File: config.mk
export PLATFORM = sky130hd
export DESIGN_NAME = jtag_mem_bridge
export DESIGN_NICKNAME = d
export VERILOG_FILES = /design/src/rtl/jtag_dbg_pkg.sv /design/src/rtl/jtag_sync_edge.sv /design/src/rtl/jtag_mem_bridge.sv
export SDC_FILE = /design/constraint.sdc
export NUM_CORES = 1
export LEC_CHECK = 0
export BUFFER_PORTS_ARGS = -buffer_cell sky130_fd_sc_hd__buf_2
export CAP_MARGIN = 10
export CORE_ASPECT_RATIO = 0.8
export CORE_UTILIZATION = 55
export CTS_BUF_LIST = sky130_fd_sc_hd__clkbuf_2
export DETAILED_ROUTE_END_ITERATION = 8
export PLACE_DENSITY = 0.77
export RECOVER_POWER = 25
export SETUP_SLACK_MARGIN = 0.2
export SLEW_MARGIN = 20
export SYNTH_ARGS = -nofsm -noshare
export SYNTH_HDL_FRONTEND = slang
export SYNTH_SLANG_ARGS = --single-unit
File: constraint.sdc
create_clock -name clk -period 16.37 [get_ports clk]
set_input_delay 2.4555 -clock clk [delete_from_list [all_inputs] [get_ports clk]]
set_output_delay 2.4555 -clock clk [all_outputs]
set_load 0.01 [all_outputs]
File: src/rtl/jtag_dbg_pkg.sv
// Shared constants for the USER2 JTAG-to-memory debug bridge: DR layout, command codes, FSM states.
package jtag_dbg_pkg;

    localparam int DR_W        = 66;
    localparam int CMD_W       = 2;
    localparam int DATA_W      = 32;
    localparam int ADDR_W      = 30;
    localparam int TMO_W       = 8;
    localparam int DR_CMD_LSB  = 0;
    localparam int DR_DATA_LSB = 2;
    localparam int DR_ADDR_LSB = 34;

    typedef enum logic [1:0] {
        CMD_NOP   = 2'b00,
        CMD_READ  = 2'b01,
        CMD_WRITE = 2'b10,
        CMD_CLR   = 2'b11
    } cmd_e;

    typedef enum logic {
        ST_IDLE = 1'b0,
        ST_REQ  = 1'b1
    } state_e;

    // Status word loaded into the DR on CAPTURE; err lands in bit 0 so it is shifted out first.
    function automatic logic [DR_W-1:0] capture_word(
        input logic [ADDR_W-1:0] addr,
        input logic [DATA_W-1:0] rdata,
        input logic              ovr,
        input logic              err
    );
        return {2'b00, addr, rdata, ovr, err};
    endfunction

endpackage

File: src/rtl/jtag_sync_edge.sv
// Synchroniser for one asynchronous JTAG fabric signal, plus single-cycle rise/fall strobes in clk.
module jtag_sync_edge #(
    parameter int SYNC_STAGES = 2
) (
    input  logic clk,
    input  logic rst,
    input  logic async_in,
    output logic rise,
    output logic fall
);

    logic [SYNC_STAGES-1:0] sync_q, sync_d;
    logic                   prev_q, prev_d;

    always_comb begin
        sync_d = {sync_q[SYNC_STAGES-2:0], async_in};
        prev_d = sync_q[SYNC_STAGES-1];
    end

    always_ff @(posedge clk or posedge rst) begin
        if (rst) begin
            sync_q <= '0;
            prev_q <= 1'b0;
        end else begin
            sync_q <= sync_d;
            prev_q <= prev_d;
        end
    end

    assign rise = sync_q[SYNC_STAGES-1] & ~prev_q;
    assign fall = ~sync_q[SYNC_STAGES-1] & prev_q;

endmodule

File: src/rtl/jtag_mem_bridge.sv
// Debug master on the BSCAN USER2 chain: oversamples the TAP signals in clk, shifts a 66-bit DR and
// turns each UPDATE into one 32-bit read or write on the memory bus with req/ack and a timeout.
module jtag_mem_bridge
    import jtag_dbg_pkg::*;
#(
    parameter int SYNC_STAGES = 2,
    parameter int TIMEOUT_CYC = 255
) (
    input  logic        clk,
    input  logic        rst,
    input  logic        jtag_tck,
    input  logic        jtag_tdi,
    input  logic        jtag_sel,
    input  logic        jtag_capture,
    input  logic        jtag_shift,
    input  logic        jtag_update,
    input  logic        jtag_reset,
    output logic        jtag_tdo,
    output logic        bus_req,
    output logic        bus_we,
    output logic [31:0] bus_addr,
    output logic [31:0] bus_wdata,
    output logic [3:0]  bus_be,
    input  logic [31:0] bus_rdata,
    input  logic        bus_ack,
    output logic        busy
);

    logic tck_rise, tck_fall, upd_rise, upd_fall_unused;
    logic tdi_s, sel_s, cap_s, shift_s, jrst_s;

    logic [SYNC_STAGES-1:0][4:0] lvl_sync_q, lvl_sync_d;

    logic [DR_W-1:0]   sr_q, sr_d;
    logic              tdo_q, tdo_d;
    logic              err_q, err_d;
    logic              ovr_q, ovr_d;
    logic [DATA_W-1:0] rdata_q, rdata_d;
    logic [ADDR_W-1:0] last_addr_q, last_addr_d;
    logic [ADDR_W-1:0] addr_q, addr_d;
    logic [DATA_W-1:0] wdata_q, wdata_d;
    logic              we_q, we_d;
    logic [TMO_W-1:0]  tmo_q, tmo_d;
    state_e            state_q, state_d;

    cmd_e upd_cmd;
    logic upd_act, start, ack_hit, tmo_hit;

    jtag_sync_edge #(.SYNC_STAGES(SYNC_STAGES)) u_tck_sync (
        .clk      (clk),
        .rst      (rst),
        .async_in (jtag_tck),
        .rise     (tck_rise),
        .fall     (tck_fall)
    );

    jtag_sync_edge #(.SYNC_STAGES(SYNC_STAGES)) u_upd_sync (
        .clk      (clk),
        .rst      (rst),
        .async_in (jtag_update),
        .rise     (upd_rise),
        .fall     (upd_fall_unused)
    );

    always_comb begin
        lvl_sync_d = {lvl_sync_q[SYNC_STAGES-2:0],
                      {jtag_tdi, jtag_sel, jtag_capture, jtag_shift, jtag_reset}};
    end

    assign {tdi_s, sel_s, cap_s, shift_s, jrst_s} = lvl_sync_q[SYNC_STAGES-1];

    assign upd_cmd = cmd_e'(sr_q[DR_CMD_LSB +: CMD_W]);
    assign upd_act = upd_rise & sel_s;
    assign start   = upd_act & ~busy & ((upd_cmd == CMD_READ) || (upd_cmd == CMD_WRITE));
    assign ack_hit = busy & bus_ack;
    // An ack arriving in the final timeout cycle still completes the transfer.
    assign tmo_hit = busy & ~bus_ack & (tmo_q == TMO_W'(TIMEOUT_CYC));

    always_ff @(posedge clk or posedge rst) begin
        if (rst) begin
            state_q <= ST_IDLE;
        end else begin
            state_q <= state_d;
        end
    end

    always_comb begin
        state_d = state_q;
        case (state_q)
            ST_IDLE: if (start) state_d = ST_REQ;
            ST_REQ:  if (ack_hit || tmo_hit) state_d = ST_IDLE;
            default: state_d = ST_IDLE;
        endcase
    end

    always_comb begin
        bus_req = 1'b0;
        busy    = 1'b0;
        case (state_q)
            ST_REQ: begin
                bus_req = 1'b1;
                busy    = 1'b1;
            end
            default: ;
        endcase
    end

    // TAP data register; TDO changes on the falling TCK so the host samples a settled bit on the rise.
    always_comb begin
        sr_d  = sr_q;
        tdo_d = tdo_q;
        if (jrst_s) begin
            sr_d = '0;
        end else if (tck_rise && sel_s && cap_s) begin
            sr_d = capture_word(last_addr_q, rdata_q, ovr_q, err_q);
        end else if (tck_rise && sel_s && shift_s) begin
            sr_d = {tdi_s, sr_q[DR_W-1:1]};
        end
        if (tck_fall && sel_s) begin
            tdo_d = sr_q[0];
        end
    end

    always_comb begin
        err_d = err_q;
        ovr_d = ovr_q;
        if (tmo_hit) begin
            err_d = 1'b1;
        end
        if (upd_act) begin
            if (busy) begin
                ovr_d = 1'b1;
            end else if (upd_cmd == CMD_CLR) begin
                err_d = 1'b0;
                ovr_d = 1'b0;
            end
        end
        if (jrst_s) begin
            err_d = 1'b0;
            ovr_d = 1'b0;
        end
    end

    always_comb begin
        we_d        = we_q;
        addr_d      = addr_q;
        wdata_d     = wdata_q;
        last_addr_d = last_addr_q;
        rdata_d     = rdata_q;
        tmo_d       = (state_q == ST_REQ) ? tmo_q + TMO_W'(1) : '0;
        if (start) begin
            we_d        = (upd_cmd == CMD_WRITE);
            addr_d      = sr_q[DR_ADDR_LSB +: ADDR_W];
            wdata_d     = sr_q[DR_DATA_LSB +: DATA_W];
            last_addr_d = sr_q[DR_ADDR_LSB +: ADDR_W];
        end
        if (ack_hit && !we_q) begin
            rdata_d = bus_rdata;
        end
    end

    always_ff @(posedge clk or posedge rst) begin
        if (rst) begin
            lvl_sync_q  <= '0;
            sr_q        <= '0;
            tdo_q       <= 1'b0;
            err_q       <= 1'b0;
            ovr_q       <= 1'b0;
            rdata_q     <= '0;
            last_addr_q <= '0;
            addr_q      <= '0;
            wdata_q     <= '0;
            we_q        <= 1'b0;
            tmo_q       <= '0;
        end else begin
            lvl_sync_q  <= lvl_sync_d;
            sr_q        <= sr_d;
            tdo_q       <= tdo_d;
            err_q       <= err_d;
            ovr_q       <= ovr_d;
            rdata_q     <= rdata_d;
            last_addr_q <= last_addr_d;
            addr_q      <= addr_d;
            wdata_q     <= wdata_d;
            we_q        <= we_d;
            tmo_q       <= tmo_d;
        end
    end

    assign jtag_tdo  = tdo_q;
    assign bus_we    = we_q;
    assign bus_addr  = {addr_q, 2'b00};
    assign bus_wdata = wdata_q;
    assign bus_be    = 4'hF;

endmodule

* Word level (Yosys, flattened, before mapping)
Cells that the tools add are included.
** Storage, ports and cells
- Flip-flop bits (word level) :: 189
- Bits of input ports :: 42
- Output and inout bits :: 72
- Logic and storage cells :: 65
** Cells by class
- $add $sub $neg :: 1
- Equality and inequality tests :: 4
- Muxes and demuxes :: 17
- Bitwise logic cells :: 15
- Reduce and logical (&&, ||, !) cells :: 12
** Operators with widths (number)
- 66-bit two-way mux :: 3
- 1-bit two-way mux :: 12
- 1-bit bitwise AND :: 9
- 8-bit by 1-bit adder with 8-bit output (second input constant) :: 1
- 8-bit equality test (second input constant) :: 1
- 8-bit two-way mux :: 1
- 1-bit NOT :: 6
- 3-bit nonzero test :: 2
- 1-bit logical AND :: 5
- 2-bit equality test (second input constant) :: 2
- 2-bit by 1-bit equality test with 1-bit output (second input constant) :: 1
- 1-bit logical OR :: 2
- 1-bit case mux with 2 select lines :: 1
- 2-bit AND reduction :: 1
- 2-bit nonzero test :: 1
- 1-bit zero test :: 1

* Depth between registers and ports, before layout
- Word-level depth :: 8
- Mapped depth :: 6
- Gate-level depth less buffers :: 4

* By module
Synthesis repeated with hierarchy kept, for this count alone.
** Unflattened totals
- Cells, all modules :: 518
- Area total of the unflattened synthesis :: 7627.3 um^2
** Modules (own cells, without submodules)
- jtag_mem_bridge :: instances 1, cells an instance 506, area an instance 7439.6 um^2, sequential area each 4579.4 um^2
- jtag_sync_edge :: instances 2, cells an instance 6, area an instance 93.8 um^2, sequential area each 75.1 um^2

* Worst setup path after synthesis
OpenSTA, ideal clock, no wires.
- Path type :: input-to-reg
- Start :: in bus_ack
- End :: reg rdata_q[0]
- Arrival :: 3157 ps
- Required time :: 16245 ps
- Setup slack :: 13088 ps
- Cell stages on the path :: 3
- Path buffers :: 1
- Cell sequence :: nand3b_1 > buf_2 > mux2_2
** Between the ends
- Word-level cells in the longest chain between the ends :: 2
** RTL lines
- start, declared :: line jtag_mem_bridge.sv:25 : input logic bus_ack,
- 1-bit bitwise AND :: line jtag_mem_bridge.sv:75 : assign ack_hit = busy & bus_ack;
- 1-bit logical AND :: line jtag_mem_bridge.sv:157 : if (ack_hit && !we_q) begin
- end signal, assigned :: line jtag_mem_bridge.sv:181 : rdata_q <= rdata_d;
- end, declared :: line jtag_mem_bridge.sv:38 : logic [DATA_W-1:0] rdata_q, rdata_d;
No other way between the ends.
A chain may end at the register's enable or synchronous reset.

==> impl_metrics.yaml <==
job:
  cap_violations: 4
clocking:
  cts.clk_slew.worst_paths_ns: 0.25
  post-cts-setup-buffers: 0
  clock_latency_ns: 0.72
  tritoncts: "yes"
  clock_sinks: 189
  htree_levels: 4
  cts_buffers: 17
  holdBufCountCts: 0
  cts_resized: 0
  clock_tree.buffer_depth: 2
  cts-root-buf: "clkbuf_2"
sta:
  hold_ws_ns: 0.348
  slew_viol_final: 231
  finalWorstSetupSlack_ns: 10.59
  fin_tns_setup_ns: 0
  fmax_mhz: 173
  setup_viol: 0
  period_needed_ns: 5.78
  tightest_slew_ns: 5.19
  relSlewSlack: -2.48
  fin_crit_sh: 0.353
  hold_violations: 0
  skew_ns: 0.0265
  rsz0062_at_grt: "false"
route:
  vias: 4485
  detail_route.wl_per_cell_um: 18.1
  routed_wirelength_um: 14500
  firstDrtPassIters: 5
  drtAntennaViolNets: 0
  vias_per_cell: 5.60
  drcViolationCount: 0
  drt_iter0_markers: 271
synthesis:
  muxShareOfSynthArea: 0.223
  synth_edf_count: 0
  synthAdderAreaFrac: 0.00490
  yosysUniqueCellTypes: 36
  synth_top_family_by_area: "multiplexers"
  ys_ff_latch: 189
  syn_area_um2: 7670
  seq_area_frac_synth: 0.617
  syn_avg_cell_area_um2: 15.0
  synth_xor_xnor_area_share: 0.00343
  syn_inst: 511
  synth_compound_area_frac: 0.0847
  synthSimpleGateAreaFrac: 0.0281
  yosys_warnings: 0
  synthArstFlopShare: 1.00
  synthFlopType: "dfrtp_1"
power_and_ir_drop:
  finalPower_uw: 740
  irDropWorstVdd_v: 0.0000496
  p_leak_uw: 0.00437
  cellPowerDensity_nw_per_um2: 87.7
grt:
  grt_overflow: 0
  antenna_found_initial: 0
  grt_usage: 0.213
  grt_pass1_wl_um: 23800
  grt_max_degree: 121
  grt_pass1_vias: 4696
floorplanning:
  dieArea_um2: 14400
  die_h_um: 108
  rows: 38
  start_util: 0.564
  core_area_um2: 13600
  num_io_pins: 114
  fp.dieW_um: 134
setup_path:
  r2r_setup_slack_ns: 12.10
  r2r_start: "cap_s"
  r2r_end: "sr_q[45]"
  worstPathRequired_ns: 17.15
  critPathArrivalTime_ns: 6.56
  r2r_cells: 3
  worstSetupPathType: "in2async"
  cp-end-kind: "asynchronous set/reset pin"
  cp_max_fo: 120
  critPathLaunchType: "input pin"
placed_design:
  io_buffer_count: 107
  post-dp-hpwl_um: 8860
  place.gp.congestion: 0.746
  pre_cts_ws_ns: 12.16
worst_hold_path:
  min_path_type: "reg2reg"
  hold_path_depth: 0
  min-delay-start: "lvl_sync_d[9]"
  whs_endpoint: "lvl_sync_q[9]"
cells_and_area:
  syn2layout_area_growth_pct: 10.0
  n_antenna_cell: 0
  fillerInstances: 1089
  drive_gt1_frac: 0.316
  nNetsFinal: 653
status:
  status: "complete, but fails checks"
  violations: "max-capacitance violations, max-slew violations"
-- power by group --
part,switching [µW],internal [µW]
Sequential,3.16,471
Combinational,19.4,9.84
Clock,153,83.2
-- worst max-delay path, cell delays in order --
cell and delay, ns:
buf_2 0.10, clkinvlp_2 2.88, buf_4 1.03
-- registers in the layout, summed over array words and instances, names as in the netlist --
signal             flops
addr_q                30
bus_wdata             32
bus_we                 1
cap_s                  1
err_q                  1
jrst_s                 1
jtag_tdo               1
lvl_sync_d             5
lvl_sync_q             3
ovr_q                  1
rdata_q               32
sr_q                  66
state_q                1
tmo_q                  8
u_tck_sync.prev_q      1
u_tck_sync.sync_q      2
u_upd_sync.prev_q      1
u_upd_sync.sync_q      2
-- layer usage --
| metal | GRT usage | vias to the layer above | share of wire |
|---|---|---|---|
| met5 | 0 | - | 0 |
| met4 | 0.0690 | 0 | 0.016 |
| li1 | - | 2055 | - |
| met1 | 0.294 | 2313 | 0.47 |
| met3 | 0.0570 | 17 | 0.042 |
| met2 | 0.330 | 100 | 0.47 |
-- cell type report --
type,count,area (µm²),share of cell area
Sequential cell,189,4730,0.561
Multi-Input combinational cell,283,2650,0.314
Timing Repair Buffer,113,571,0.0677
Tap cell,180,225,0.0267
Clock inverter,14,150,0.0178
Clock buffer,18,90.1,0.0107
Inverter,4,16.3,0.00193
-- cell usage in the layout, fill, tap and decap left out, drive strengths merged, types with 3 or more instances in the layout --
cell	count
clkinv	8
nand3	4
and2	4
dfrtp	189
conb	6
inv	4
ha	3
nand3b	4
o21ai	4
o2bb2ai	64
mux2	95
mux2i	64
a21boi	3
nand2	7
bufinv	3
or3	4
clkinvlp	3
clkbuf	22
buf	109
-- cell usage after synthesis, drive strengths merged (2+ instances only) --
| library cell | n | area [µm²] |
|---|---|---|
| o2bb2ai | 64 | 561 |
| nand3b | 4 | 30.0 |
| xnor2 | 2 | 17.5 |
| nand3 | 4 | 20.0 |
| buf | 35 | 260 |
| a21boi | 3 | 22.5 |
| and2 | 4 | 25.0 |
| mux2 | 95 | 1070 |
| conb | 2 | 7.51 |
| dfrtp | 189 | 4730 |
| nor2 | 2 | 7.51 |
| a31oi | 2 | 12.5 |
| clkbuf | 4 | 15.0 |
| inv | 4 | 15.0 |
| mux2i | 64 | 641 |
| nor3 | 2 | 21.3 |
| nand4b | 2 | 17.5 |
| or3 | 4 | 25.0 |
| nor3b | 2 | 15.0 |
| nand2 | 7 | 26.3 |
| ha | 3 | 37.5 |
| o21ai | 4 | 20.0 |
-- worst max path at each step --
stage,start,cells past startpoint,slack (ns),endpoint
4_1_cts,state_q,1,12.21,busy
3_5_place_dp,rst,3,12.16,cap_s
2_1_floorplan,rst,1,8.77,addr_q[0]
3_3_place_gp,rst,3,12.22,cap_s
6_report,rst,3,10.59,addr_q[26]
5_1_grt,rst,3,9.76,bus_wdata[30]
-- through the flow --
step           cells   util  instance area, µm²
6_report         801  0.620                8430
5_1_grt          801  0.620                8430
3_3_place_gp     769  0.605                8220
4_1_cts          801  0.622                8460
2_1_floorplan    515      -                7680
3_5_place_dp     769  0.605                8220
-- cell families after synthesis --
logic type | Yosys count
xor gates and xnor gates | 3
AOI/OAI and AO/OA | 77
and+or+nand+nor | 35
other | 2
DFF | 189
adders and majority gates | 3
buffers and inverters | 43
muxes | 159
(Power assumes the default switching activity.)
